`config.mk`:
```
export PLATFORM = sky130hd
export DESIGN_NAME = pipe_hazard_ctrl
export DESIGN_NICKNAME = d
export VERILOG_FILES = /design/src/rtl/arm_pipe_pkg.sv /design/src/rtl/fwd_port_sel.sv /design/src/rtl/pipe_hazard_ctrl.sv
export SDC_FILE = /design/constraint.sdc
export NUM_CORES = 1
export LEC_CHECK = 0
export ABC_AREA = 0
export CORE_MARGIN = 10
export CORE_UTILIZATION = 36
export DETAILED_ROUTE_END_ITERATION = 12
export MAX_ROUTING_LAYER = met4
export PLACE_DENSITY_LB_ADDON = 0.05
export REMOVE_ABC_BUFFERS = 1
export SLEW_MARGIN = 20
export SYNTH_ARGS = -nofsm -noshare
export SYNTH_HDL_FRONTEND = slang
export SYNTH_SLANG_ARGS = --single-unit
export TNS_END_PERCENT = 50
```
`constraint.sdc`:
```
create_clock -name clk -period 2.8 [get_ports clk]
set_input_delay 0.42 -clock clk [delete_from_list [all_inputs] [get_ports clk]]
set_output_delay 0.42 -clock clk [all_outputs]
set_load 0.01 [all_outputs]
```
`src/rtl/arm_pipe_pkg.sv`:
```
// Shared types for the ARM-subset pipeline: forwarding select encodings,
// the hazard-shadow entry and the register-match helper.
package arm_pipe_pkg;

    typedef enum logic [1:0] {
        FWD_RF  = 2'b00,
        FWD_EX  = 2'b01,
        FWD_MEM = 2'b10,
        FWD_WB  = 2'b11
    } fwd_sel_t;

    typedef struct packed {
        logic       valid;
        logic [3:0] rd;
        logic       we;
        logic       load;
    } stage_ent_t;

    localparam logic [3:0] REG_PC = 4'd15;

    // R15 reads come from the PC path, never from a bypass.
    function automatic logic ent_match(input stage_ent_t e, input logic use_src,
                                       input logic [3:0] src);
        return use_src && (src != REG_PC) && e.valid && e.we && (e.rd == src);
    endfunction

endpackage

```
`src/rtl/fwd_port_sel.sv`:
```
// Forwarding select for one ID-stage read port; flags a load still in EX.
module fwd_port_sel
    import arm_pipe_pkg::*;
(
    input  logic [3:0] src,
    input  logic       use_src,
    input  stage_ent_t ex,
    input  stage_ent_t mem,
    input  stage_ent_t wb,
    output fwd_sel_t   sel,
    output logic       load_hit
);

    logic ex_hit, mem_hit, wb_hit;

    assign ex_hit  = ent_match(ex,  use_src, src);
    assign mem_hit = ent_match(mem, use_src, src);
    assign wb_hit  = ent_match(wb,  use_src, src);

    // A load in EX has no data yet, so the select falls through to older stages.
    assign load_hit = ex_hit & ex.load;

    always_comb begin
        sel = FWD_RF;
        if (ex_hit && !ex.load) sel = FWD_EX;
        else if (mem_hit)       sel = FWD_MEM;
        else if (wb_hit)        sel = FWD_WB;
    end

endmodule

```
`src/rtl/pipe_hazard_ctrl.sv`:
```
// Hazard/forwarding controller: shadows rd through EX/MEM/WB, drives operand
// bypass selects, load-use stalls, branch flush and a saturating stall counter.
module pipe_hazard_ctrl
    import arm_pipe_pkg::*;
#(
    parameter int unsigned CNT_W = 16
) (
    input  logic             clk,
    input  logic             rst_n,
    input  logic [3:0]       id_rn,
    input  logic [3:0]       id_rm,
    input  logic [3:0]       id_rd,
    input  logic             id_use_rn,
    input  logic             id_use_rm,
    input  logic             id_use_rd,
    input  logic             id_rf_we,
    input  logic             id_load,
    input  logic             id_branch,
    input  logic             id_cond,
    output logic [1:0]       fwd_a,
    output logic [1:0]       fwd_b,
    output logic [1:0]       fwd_c,
    output logic             pc_ld_n,
    output logic             ifid_ld_n,
    output logic             idex_bubble,
    output logic             ifid_flush,
    output logic [CNT_W-1:0] stall_cnt
);

    stage_ent_t ex_q, mem_q, wb_q, ex_d;
    fwd_sel_t   sel_a, sel_b, sel_c;
    logic       hit_a, hit_b, hit_c;
    logic       hazard;

    fwd_port_sel u_port_a (.src(id_rn), .use_src(id_use_rn), .ex(ex_q), .mem(mem_q),
                           .wb(wb_q), .sel(sel_a), .load_hit(hit_a));
    fwd_port_sel u_port_b (.src(id_rm), .use_src(id_use_rm), .ex(ex_q), .mem(mem_q),
                           .wb(wb_q), .sel(sel_b), .load_hit(hit_b));
    fwd_port_sel u_port_c (.src(id_rd), .use_src(id_use_rd), .ex(ex_q), .mem(mem_q),
                           .wb(wb_q), .sel(sel_c), .load_hit(hit_c));

    assign hazard      = rst_n & (hit_a | hit_b | hit_c);
    assign fwd_a       = sel_a;
    assign fwd_b       = sel_b;
    assign fwd_c       = sel_c;
    assign pc_ld_n     = hazard;
    assign ifid_ld_n   = hazard;
    assign idex_bubble = hazard;
    // A stalled branch stays in ID and flushes once the stall clears.
    assign ifid_flush  = rst_n & id_branch & id_cond & ~hazard;

    always_comb begin
        ex_d = '0;
        if (!hazard) begin
            ex_d.valid = 1'b1;
            ex_d.rd    = id_rd;
            ex_d.we    = id_rf_we & id_cond;
            ex_d.load  = id_load & id_cond;
        end
    end

    always_ff @(posedge clk) begin
        if (!rst_n) begin
            ex_q      <= '0;
            mem_q     <= '0;
            wb_q      <= '0;
            stall_cnt <= '0;
        end else begin
            ex_q  <= ex_d;
            mem_q <= ex_q;
            wb_q  <= mem_q;
            if (hazard && (stall_cnt != '1))
                stall_cnt <= stall_cnt + CNT_W'(1);
        end
    end

endmodule

```
== After elaboration in Yosys (flattened, before gate mapping) ==
Cells that the tools add are included.
Storage, ports and cells
  input port bits: 21
  logic and storage cells: 84
  output and inout port bits: 26
  bits in registers: 35
Operators by class
  eq/ne operators: 13
  reductions and logical operators: 36
  add/subtract/negate cells: 1
  bitwise gates (word level): 13
  mux-type cells: 10
Operator list (number)
  $eq 4x4->1: 9
  $logic_and 1x1->1: 34
  $mux 2: 9
  $add 16x1->16 const B: 1
  $ne 16x16->1 const B: 1
  $ne 4x4->1 const B: 3
  $and 1x1->1: 9
  $mux 7: 1
  $not 1->1: 2
  $or 1x1->1: 2
  $reduce_or 2->1: 1
  $logic_not 1->1: 1

== Depth between registers and ports, before layout ==
Gate-level depths: netlist of run 1.
  depth after elaboration: 11
  gate-level depth with buffers: 8
  depth with buffers taken out: 7

== Cells and area by module ==
From an unflattened synthesis of run 1, not the netlist that was laid out.
Unflattened totals
  cells, all modules: 241
  area, all modules: 2062.0 um^2
By module, submodules not included
  pipe_hazard_ctrl: seq. area each 740.7 um^2, times used 1, cells each 145, area an instance 1420.1 um^2
  fwd_port_sel: seq. area each 0.0 um^2, times used 3, cells each 32, area an instance 214.0 um^2

== Worst setup path after synthesis of run 1 ==
No wires, ideal clock.
  path kind: input -> output
  start: input port id_rd[0]
  end: output port ifid_ld_n
  arrival: 1700 ps
  setup slack: 680 ps
  path buffers: 2
  required time: 2380 ps
  stages on the path: 6
  cells stage by stage: xor2_1 -> nor4_4 -> o31ai_4 -> buf_2 -> nor2_1 -> buf_4
Between the ends
  word-level cells in the longest chain between the ends: 8
  elaborated cells between the ends (all ways): 9
  classes of those cells: 2 x eq/ne; 3 x bitwise; 4 x reduce/logical
RTL lines
  from (decl): RTL line pipe_hazard_ctrl.sv:12  | input logic [3:0] id_rd,
  $ne 4x4->1: RTL line arm_pipe_pkg.sv:24  | return use_src && (src != REG_PC) && e.valid && e.we && (e.rd == src);
  $logic_and 1x1->1 (3 in series): RTL line arm_pipe_pkg.sv:24
  $logic_and 1x1->1 *: RTL line arm_pipe_pkg.sv:24
  $and 1x1->1 *: RTL line fwd_port_sel.sv:21  | assign load_hit = ex_hit & ex.load;
  $or 1x1->1 *: RTL line pipe_hazard_ctrl.sv:42  | assign hazard = rst_n & (hit_a | hit_b | hit_c);
  $and 1x1->1 *: RTL line pipe_hazard_ctrl.sv:42
  to (decl): RTL line pipe_hazard_ctrl.sv:24  | output logic ifid_ld_n,
Mark *: on every way between the ends. The rest lies on a longest branch, timed or not.

== Worst setup path in the final report of run 1 ==
  start: input port id_rm[3]
  end: output port fwd_b[0]
Between the ends
  word-level cells in the longest chain between the ends: 8
  elaborated cells between the ends (all ways): 18
  classes of those cells: 4 x eq/ne; 3 x mux; 11 x reduce/logical
RTL lines
  from (decl): RTL line pipe_hazard_ctrl.sv:11  | input logic [3:0] id_rm,
  $ne 4x4->1: RTL line arm_pipe_pkg.sv:24
  $logic_and 1x1->1 (4 in series): RTL line arm_pipe_pkg.sv:24
  $mux 2: RTL line fwd_port_sel.sv:27  | else if (wb_hit) sel = FWD_WB;
  $mux 2: RTL line fwd_port_sel.sv:26  | else if (mem_hit) sel = FWD_MEM;
  $mux 2 *: RTL line fwd_port_sel.sv:25  | if (ex_hit && !ex.load) sel = FWD_EX;
  to (decl): RTL line pipe_hazard_ctrl.sv:21  | output logic [1:0] fwd_b,
Marks and branches as above.

==> impl_results.md, run 1 <==
* R2R Setup Slk at 0.58 ns
* CP Launch Type: primary input
* GP Congestion at 0.870
* Ys Warns at 0
* Reg area at 701 um2
* Reg-to-Reg End: stall_cnt[6]$_SDFFE_PN0P_
* Number of global-route vias before repair at 1798
* Post-synthesis register bit count at 35
* Synth Area in XOR/XNOR at 16.2%
* Die span in x at 93.6 um
* Initial Util at 37.7%
* CTS root buffer: clkbuf_8
* Setup TNS at 0 ns
* R2R cell count at 8
* Pwr per Cell Area at 398 mW/mm2
* Crit-path max cell delay at 0.53 ns
* # diodes at 0
* DRC viols at 0
* Synth Area in Simple Gates at 30.4%
* CP max FO at 3
* Slowest cell on crit path: clkdlybuf4s50_1
* Part of the cycle the worst path needs at 98.8%
* Port bufs at 46
* Adder-Cell Fraction of Synth Area at 0.641%
* Crit-path most repeated cell: clkdlybuf4s50_1
* H-tree levels at 2
* Commonest non-fill, non-tap cell in the layout: dfxtp_1
* Final Power at 1120 uW
* Seq/Total Area, Yosys at 35.9%
* First DRT Iteration DRCs at 76
* Dpl ws at -0.187 ns
* Die area at 0.00877 mm2
* Multi-input gate area at 0.00125 mm2
* First-pass GRT wire length at 8830 um
* Largest family of logic cells by synthesized area: simple AND/OR/NAND/NOR gates
* Final WS setup at 0.0342 ns
* Worst setup path category: primary input to output pin
* Largest net degree at the start of global routing at 22
* Post-synthesis mux area share at 0.513%
* Overflow after GRT at 0
* Worst hold stages at 1
* WL/cell at 15.0 um
* Crit path capture type: output pin
* Compound-Gate Fraction of Synth Area at 12.8%
* Hold Path Origin: mem_q[1]$_SDFF_PN0_
* Slew @ Worst Pin at 0.637 ns
* Clock slew at reported path FFs at 0.07 ns
* Max Clk Rate at 362 MHz
* Final wirelength at 5340 um
* Vias at 1806
* Setup Viol. Count Final at 0
* Final Hold Fails at 0
* WP data required at 2.38 ns
* Leak at 0.00107 uW
* CTS Buffer Depth at 2
* DP HPWL at 4070 um
* Max VDD drop at 0.292 mV
* Gr usage total at 12.7%
* Hold path endpoint: wb_q[1]$_SDFF_PN0_
* Max Transition Viols Final at 0
* Post-synthesis instance total at 219
* Unique cell type count in the Yosys netlist at 37
* Std cell rows at 26
* Post-DRT Antenna Nets at 0
* Crit-path cells: clkdlybuf4s50_1 -> buf_4 -> xnor2_1 -> nand3_1 -> nor4_2 -> nor2b_1 -> or2_2 -> clkdlybuf4s50_1
* Layout cells sized above 1 at 17.4%
* CTS Buf Count at 5
* Post-Syn Area per Cell at 8.91 um2
* CTS tree: yes
* Worst-case clock skew at 0.00821 ns
* Tightest Hold Check Type: flop to flop
* Max-Cap Viols at 0
* Worst-Skew Late Latency at 0.29 ns
* Syn-to-layout area delta at 43.9%
* Arr. time, crit path at 2.35 ns
* Post-Syn Area at 0.00195 mm2
* Reg2reg start: ex_q[3]$_SDFF_PP0_
* Period minus WS final at 2.77 ns
* Outcome: completed
* RSZ-0062 raised after global routing: true
* Height of the die at 93.6 um
* IO Pins at 47
* Most frequent cells in the layout: 35 x dfxtp_1, 31 x clkdlybuf4s50_1, 26 x xnor2_1
* Initial antenna violation count at 0
* Core Area at 0.00517 mm2
* Fill cell count at 506
* Sinks on Clock Net at 35
* TritonRoute pass-1 iters at 4
* Hold-fix buffer count after cts at 0
* Slew margin rel. at 57.5%
* Nets@finish at 308
* Vias per inst at 5.06
[routing by layer]
metal	part of all wire (%)	global-route usage, %
met5	0	-
met4	0.90	2.91
met3	3.4	3.12
met2	50	21.3
met1	46	14.9
[critical path, delay by kind of cell]
family	cells	cell delay, ns
buf+inv	3	1.15
simple gates	4	0.67
xor+xnor	1	0.10
[worst max path at each step]
stage,startpoint,to,slack (ns),depth (start not counted)
global route,id_rm[3],fwd_b[0],-0.12,8
global placement,id_rd[0],ifid_flush,-0.17,7
detailed placement,id_rd[0],ifid_flush,-0.19,7
floorplan,id_rd[0],ifid_flush,0.57,5
CTS,id_rm[3],fwd_b[0],-0.1,7
finish,id_rm[3],fwd_b[0],0.03,8
[cell type report]
class | instances | share of cell area, %
Multi-Input combinational cell | 169 | 44.5
Sequential cell | 35 | 24.9
Clock inverter | 3 | 1.56
Timing Repair Buffer | 69 | 22.7
Tap cell | 70 | 3.12
Inverter | 6 | 0.802
Clock buffer | 5 | 2.45
[kinds of logic (layout without fill, tap and decap cells)]
logic type,Yosys count,after routing
xor+xnor,36,36
simple gates,95,95
buf+inv,15,83
compound gates,36,36
fa+ha+maj,1,1
flops,35,35
mux,1,1
[registers in the layout, indices dropped and copies added, names as in the netlist]
name and count:
stall_cnt 16, ex_q 7, mem_q 6, wb_q 6
[metrics by stage]
step	instances	cell area (um2)	hold WS (ns)	utilization, %
2_1_floorplan	210	1900	0.430	-
3_3_place_gp	346	2600	0.434	50.3
3_5_place_dp	346	2600	0.439	50.3
4_1_cts	354	2720	0.459	52.6
5_1_grt	357	2810	0.479	54.3
6_report	357	2810	0.456	54.3
[power breakdown]
group,internal (uW),switching (uW)
Combinational,77.1,63.5
Sequential,508,14.0
Clock,265,191
Total,851,268
[what timing repair did]
item                       CTS  global route
resized for setup           13            14
setup endpoints to repair    9             6
pin swaps                    3             3
buffers inserted             0             3
[synthesized netlist by cell type]
| master | count | area [um2] |
|---|---|---|
| nor2_1 | 5 | 18.8 |
| and2_1 | 14 | 87.6 |
| nand3_1 | 15 | 75.1 |
| o31ai_1 | 7 | 52.6 |
| or4_1 | 6 | 45.0 |
| a211oi_1 | 1 | 7.51 |
| o22a_1 | 1 | 8.76 |
| nor4_4 | 3 | 63.8 |
| clkbuf_1 | 3 | 11.3 |
| ha_1 | 1 | 12.5 |
| buf_2 | 3 | 15.0 |
| a21oi_1 | 12 | 60.1 |
| o21a_1 | 3 | 22.5 |
| o21ai_1 | 1 | 5.00 |
| xor2_1 | 9 | 78.8 |
| nand2_1 | 12 | 45.0 |
| xnor2_1 | 27 | 236 |
| nand4_1 | 6 | 37.5 |
| o41ai_1 | 1 | 8.76 |
| or2_2 | 2 | 12.5 |
| nand2b_1 | 6 | 37.5 |
| and3_1 | 8 | 50.1 |
| o211ai_1 | 1 | 7.51 |
| o31ai_4 | 1 | 21.3 |
| nor4_1 | 7 | 43.8 |
| o311ai_1 | 1 | 8.76 |
| and4_1 | 1 | 8.76 |
| dfxtp_1 | 35 | 701 |
| nor2b_1 | 2 | 12.5 |
| nor4_2 | 1 | 12.5 |
| o311ai_2 | 1 | 16.3 |
| or3_1 | 6 | 37.5 |
| inv_1 | 6 | 22.5 |
| o21ai_0 | 6 | 30.0 |
| nor3_1 | 1 | 5.00 |
| mux2i_1 | 1 | 10.0 |
| buf_4 | 3 | 22.5 |
(Power assumes the default switching activity.)
==> run 2, diff against run 1 <==
--- a/config.mk
+++ b/config.mk
@@ -9,6 +9,7 @@
 export CORE_MARGIN = 10
 export CORE_UTILIZATION = 36
 export DETAILED_ROUTE_END_ITERATION = 12
+export HOLD_SLACK_MARGIN = 0.08
 export MAX_ROUTING_LAYER = met4
 export PLACE_DENSITY_LB_ADDON = 0.05
 export REMOVE_ABC_BUFFERS = 1
==> results of run 2 <==
No change in the layout: final DEF, timing and power equal those of run 1.
==> run 3, diff against run 2 <==
--- a/config.mk
+++ b/config.mk
@@ -8,11 +8,13 @@
 export ABC_AREA = 0
 export CORE_MARGIN = 10
 export CORE_UTILIZATION = 36
+export CTS_CLUSTER_DIAMETER = 50
 export DETAILED_ROUTE_END_ITERATION = 12
 export HOLD_SLACK_MARGIN = 0.08
 export MAX_ROUTING_LAYER = met4
 export PLACE_DENSITY_LB_ADDON = 0.05
 export REMOVE_ABC_BUFFERS = 1
+export SKIP_LAST_GASP = 1
 export SLEW_MARGIN = 20
 export SYNTH_ARGS = -nofsm -noshare
 export SYNTH_HDL_FRONTEND = slang
==> run 3 against run 2 <==
Power up 0.49%. Wire length up 0.56%. Worst setup slack better by 0.057 ns. Critical path type unchanged. Critical endpoint is now fwd_c[1]. Largest power group unchanged. Highest routed layer unchanged.
==> impl_results.md, run 3 (synthesis gave the netlist of run 1 again) <==
* Syn-to-layout area delta at 46.3% (was 43.9%)
* DP HPWL at 4070 um (unchanged)
* Final Hold Fails at 0 (unchanged)
* Slew @ Worst Pin at 0.634 ns (was 0.637 ns)
* Tightest Hold Check Type: flop to flop (unchanged)
* Reg2reg start: ex_q[2]$_SDFF_PP0_ (was ex_q[3]$_SDFF_PP0_)
* Crit-path cells: clkdlybuf4s50_1 -> xnor2_1 -> nand3_1 -> nor4_4 -> buf_4 -> nand2b_1 -> o21a_1 -> clkdlybuf4s50_1 (was clkdlybuf4s50_1 -> buf_4 -> xnor2_1 -> nand3_1 -> nor4_2 -> nor2b_1 -> or2_2 -> clkdlybuf4s50_1)
* Sinks on Clock Net at 35 (unchanged)
* Final WS setup at 0.0909 ns (was 0.0342 ns)
* Reg-to-Reg End: stall_cnt[6]$_SDFFE_PN0P_ (unchanged)
* Max VDD drop at 0.293 mV (was 0.292 mV)
* R2R cell count at 8 (unchanged)
* Worst-case clock skew at 0.00724 ns (was 0.00821 ns)
* First DRT Iteration DRCs at 74 (was 76)
* Slowest cell on crit path: clkdlybuf4s50_1 (unchanged)
* WP data required at 2.38 ns (about the same)
* Outcome: completed (unchanged)
* GP Congestion at 0.870 (unchanged)
* Pwr per Cell Area at 394 mW/mm2 (was 398 mW/mm2)
* CTS tree: yes (unchanged)
* Clock slew at reported path FFs at 0.07 ns (about the same)
* Crit-path max cell delay at 0.53 ns (about the same)
* Number of global-route vias before repair at 1794 (was 1798)
* Arr. time, crit path at 2.29 ns (was 2.35 ns)
* Crit path capture type: output pin (unchanged)
* Std cell rows at 26 (unchanged)
* Largest Register: stall_cnt (unchanged)
* TritonRoute pass-1 iters at 4 (unchanged)
* Initial Util at 37.7% (unchanged)
* Die area at 0.00877 mm2 (unchanged)
* Dpl ws at -0.187 ns (unchanged)
* Period minus WS final at 2.71 ns (was 2.77 ns)
* CP Launch Type: primary input (unchanged)
* H-tree levels at 2 (unchanged)
* Worst-Skew Late Latency at 0.29 ns (about the same)
* Vias at 1805 (was 1806)
* Most frequent cells in the layout: 35 x dfxtp_1, 31 x clkdlybuf4s50_1, 26 x xnor2_1 (unchanged)
* DRC viols at 0 (unchanged)
* Port bufs at 46 (unchanged)
* First-pass GRT wire length at 8830 um (about the same)
* RSZ-0062 raised after global routing: true (unchanged)
* Max-Cap Viols at 0 (unchanged)
* Layout cells sized above 1 at 18.3% (was 17.4%)
* Slew margin rel. at 57.7% (was 57.5%)
* Fill cell count at 500 (was 506)
* Post-DRT Antenna Nets at 0 (unchanged)
* Hold Slack at 0.456 ns (about the same)
* Worst setup path category: primary input to output pin (unchanged)
* Core Area at 0.00517 mm2 (unchanged)
* Reg area at 701 um2 (unchanged)
* Overflow after GRT at 0 (unchanged)
* Hold path endpoint: wb_q[1]$_SDFF_PN0_ (unchanged)
* WL/cell at 15.0 um (about the same)
* Setup Viol. Count Final at 0 (unchanged)
* Gr usage total at 12.7% (unchanged)
* Top Registers: stall_cnt: 16 flops, ex_q: 7 flops (unchanged)
* Max reg flops at 16 (unchanged)
* Commonest non-fill, non-tap cell in the layout: dfxtp_1 (unchanged)
* CTS Buf Count at 5 (unchanged)
* R2R Setup Slk at 0.56 ns (was 0.58 ns)
* # diodes at 0 (unchanged)
* Part of the cycle the worst path needs at 96.8% (was 98.8%)
* Initial antenna violation count at 0 (unchanged)
* Crit-path most repeated cell: clkdlybuf4s50_1 (unchanged)
* Leak at 0.00112 uW (was 0.00107 uW)
* Final wirelength at 5370 um (was 5340 um)
* Largest net degree at the start of global routing at 22 (unchanged)
* Nets@finish at 310 (was 308)
* IO Pins at 47 (unchanged)
* Die span in x at 93.6 um (unchanged)
* Max Clk Rate at 369 MHz (was 362 MHz)
* Max Transition Viols Final at 0 (unchanged)
* Vias per inst at 5.03 (was 5.06)
* Hold Path Origin: mem_q[1]$_SDFF_PN0_ (unchanged)
* Multi-input gate area at 0.00126 mm2 (was 0.00125 mm2)
* CTS Buffer Depth at 2 (unchanged)
* Worst hold stages at 1 (unchanged)
* Height of the die at 93.6 um (unchanged)
* CTS root buffer: clkbuf_8 (unchanged)
* CP max FO at 3 (unchanged)
## run 3: worst max-delay path, delay by kind of cell
family	cells	cell delay [ns]
compound gates	1	0.11
simple gates	3	0.43
buf+inv	3	1.19
xor+xnor	1	0.13
## run 3: repair_timing
action,4_1_cts,5_1_grt
setup endpoints to repair,9,10
pin swaps,1,6
buffers inserted,0,5
endpoints found under the hold margin,0,0
resized for setup,7,22
hold buffers,0,0
## run 3: worst max-delay path by stage
stage,from,endpoint,cells after the start
2_1_floorplan,id_rd[0],ifid_flush,5
6_report,id_rd[1],fwd_c[1],8
3_5_place_dp,id_rd[0],ifid_flush,7
5_1_grt,id_rd[3],fwd_c[1],7
4_1_cts,id_rm[2],fwd_b[0],7
3_3_place_gp,id_rd[0],ifid_flush,7
## run 3: metrics by stage
stage | setup TNS [ns] | util, % | total power, uW | cells | cell area (um2)
CTS | -0.282 | 52.5 | 1120 | 354 | 2720
global route | -0.0488 | 55.2 | 1170 | 359 | 2860
global placement | -0.611 | 50.3 | 669 | 346 | 2600
floorplan | 0 | - | 591 | 210 | 1900
finish | 0 | 55.2 | 1120 | 359 | 2860
detailed placement | -0.580 | 50.3 | 670 | 346 | 2600
## run 3: metal layers
layer	up-vias	routed length, um	global-route usage [%]
met5	-	0	-
met4	0	48	2.28
met3	4	180	2.96
met2	41	2680	21.6
met1	838	2470	15.0
li1	922	-	-
## run 3: final cells by class
class | count | share of cell area [%]
sequential | 35 | 24.5
clock buffer | 5 | 2.41
tap | 70 | 3.07
clock inverter | 3 | 1.53
timing repair buffer | 71 | 23.4
multi-input combinational | 169 | 44.3
inverter | 6 | 0.789
## run 3: report_power, final
group	leakage, uW	internal (uW)	total [uW]	switching [uW]
Combinational	0.000772	79.7	145	65.3
Sequential	0.000285	508	523	14.3
Clock	0.0000581	265	457	191
Total	0.00112	853	1120	271
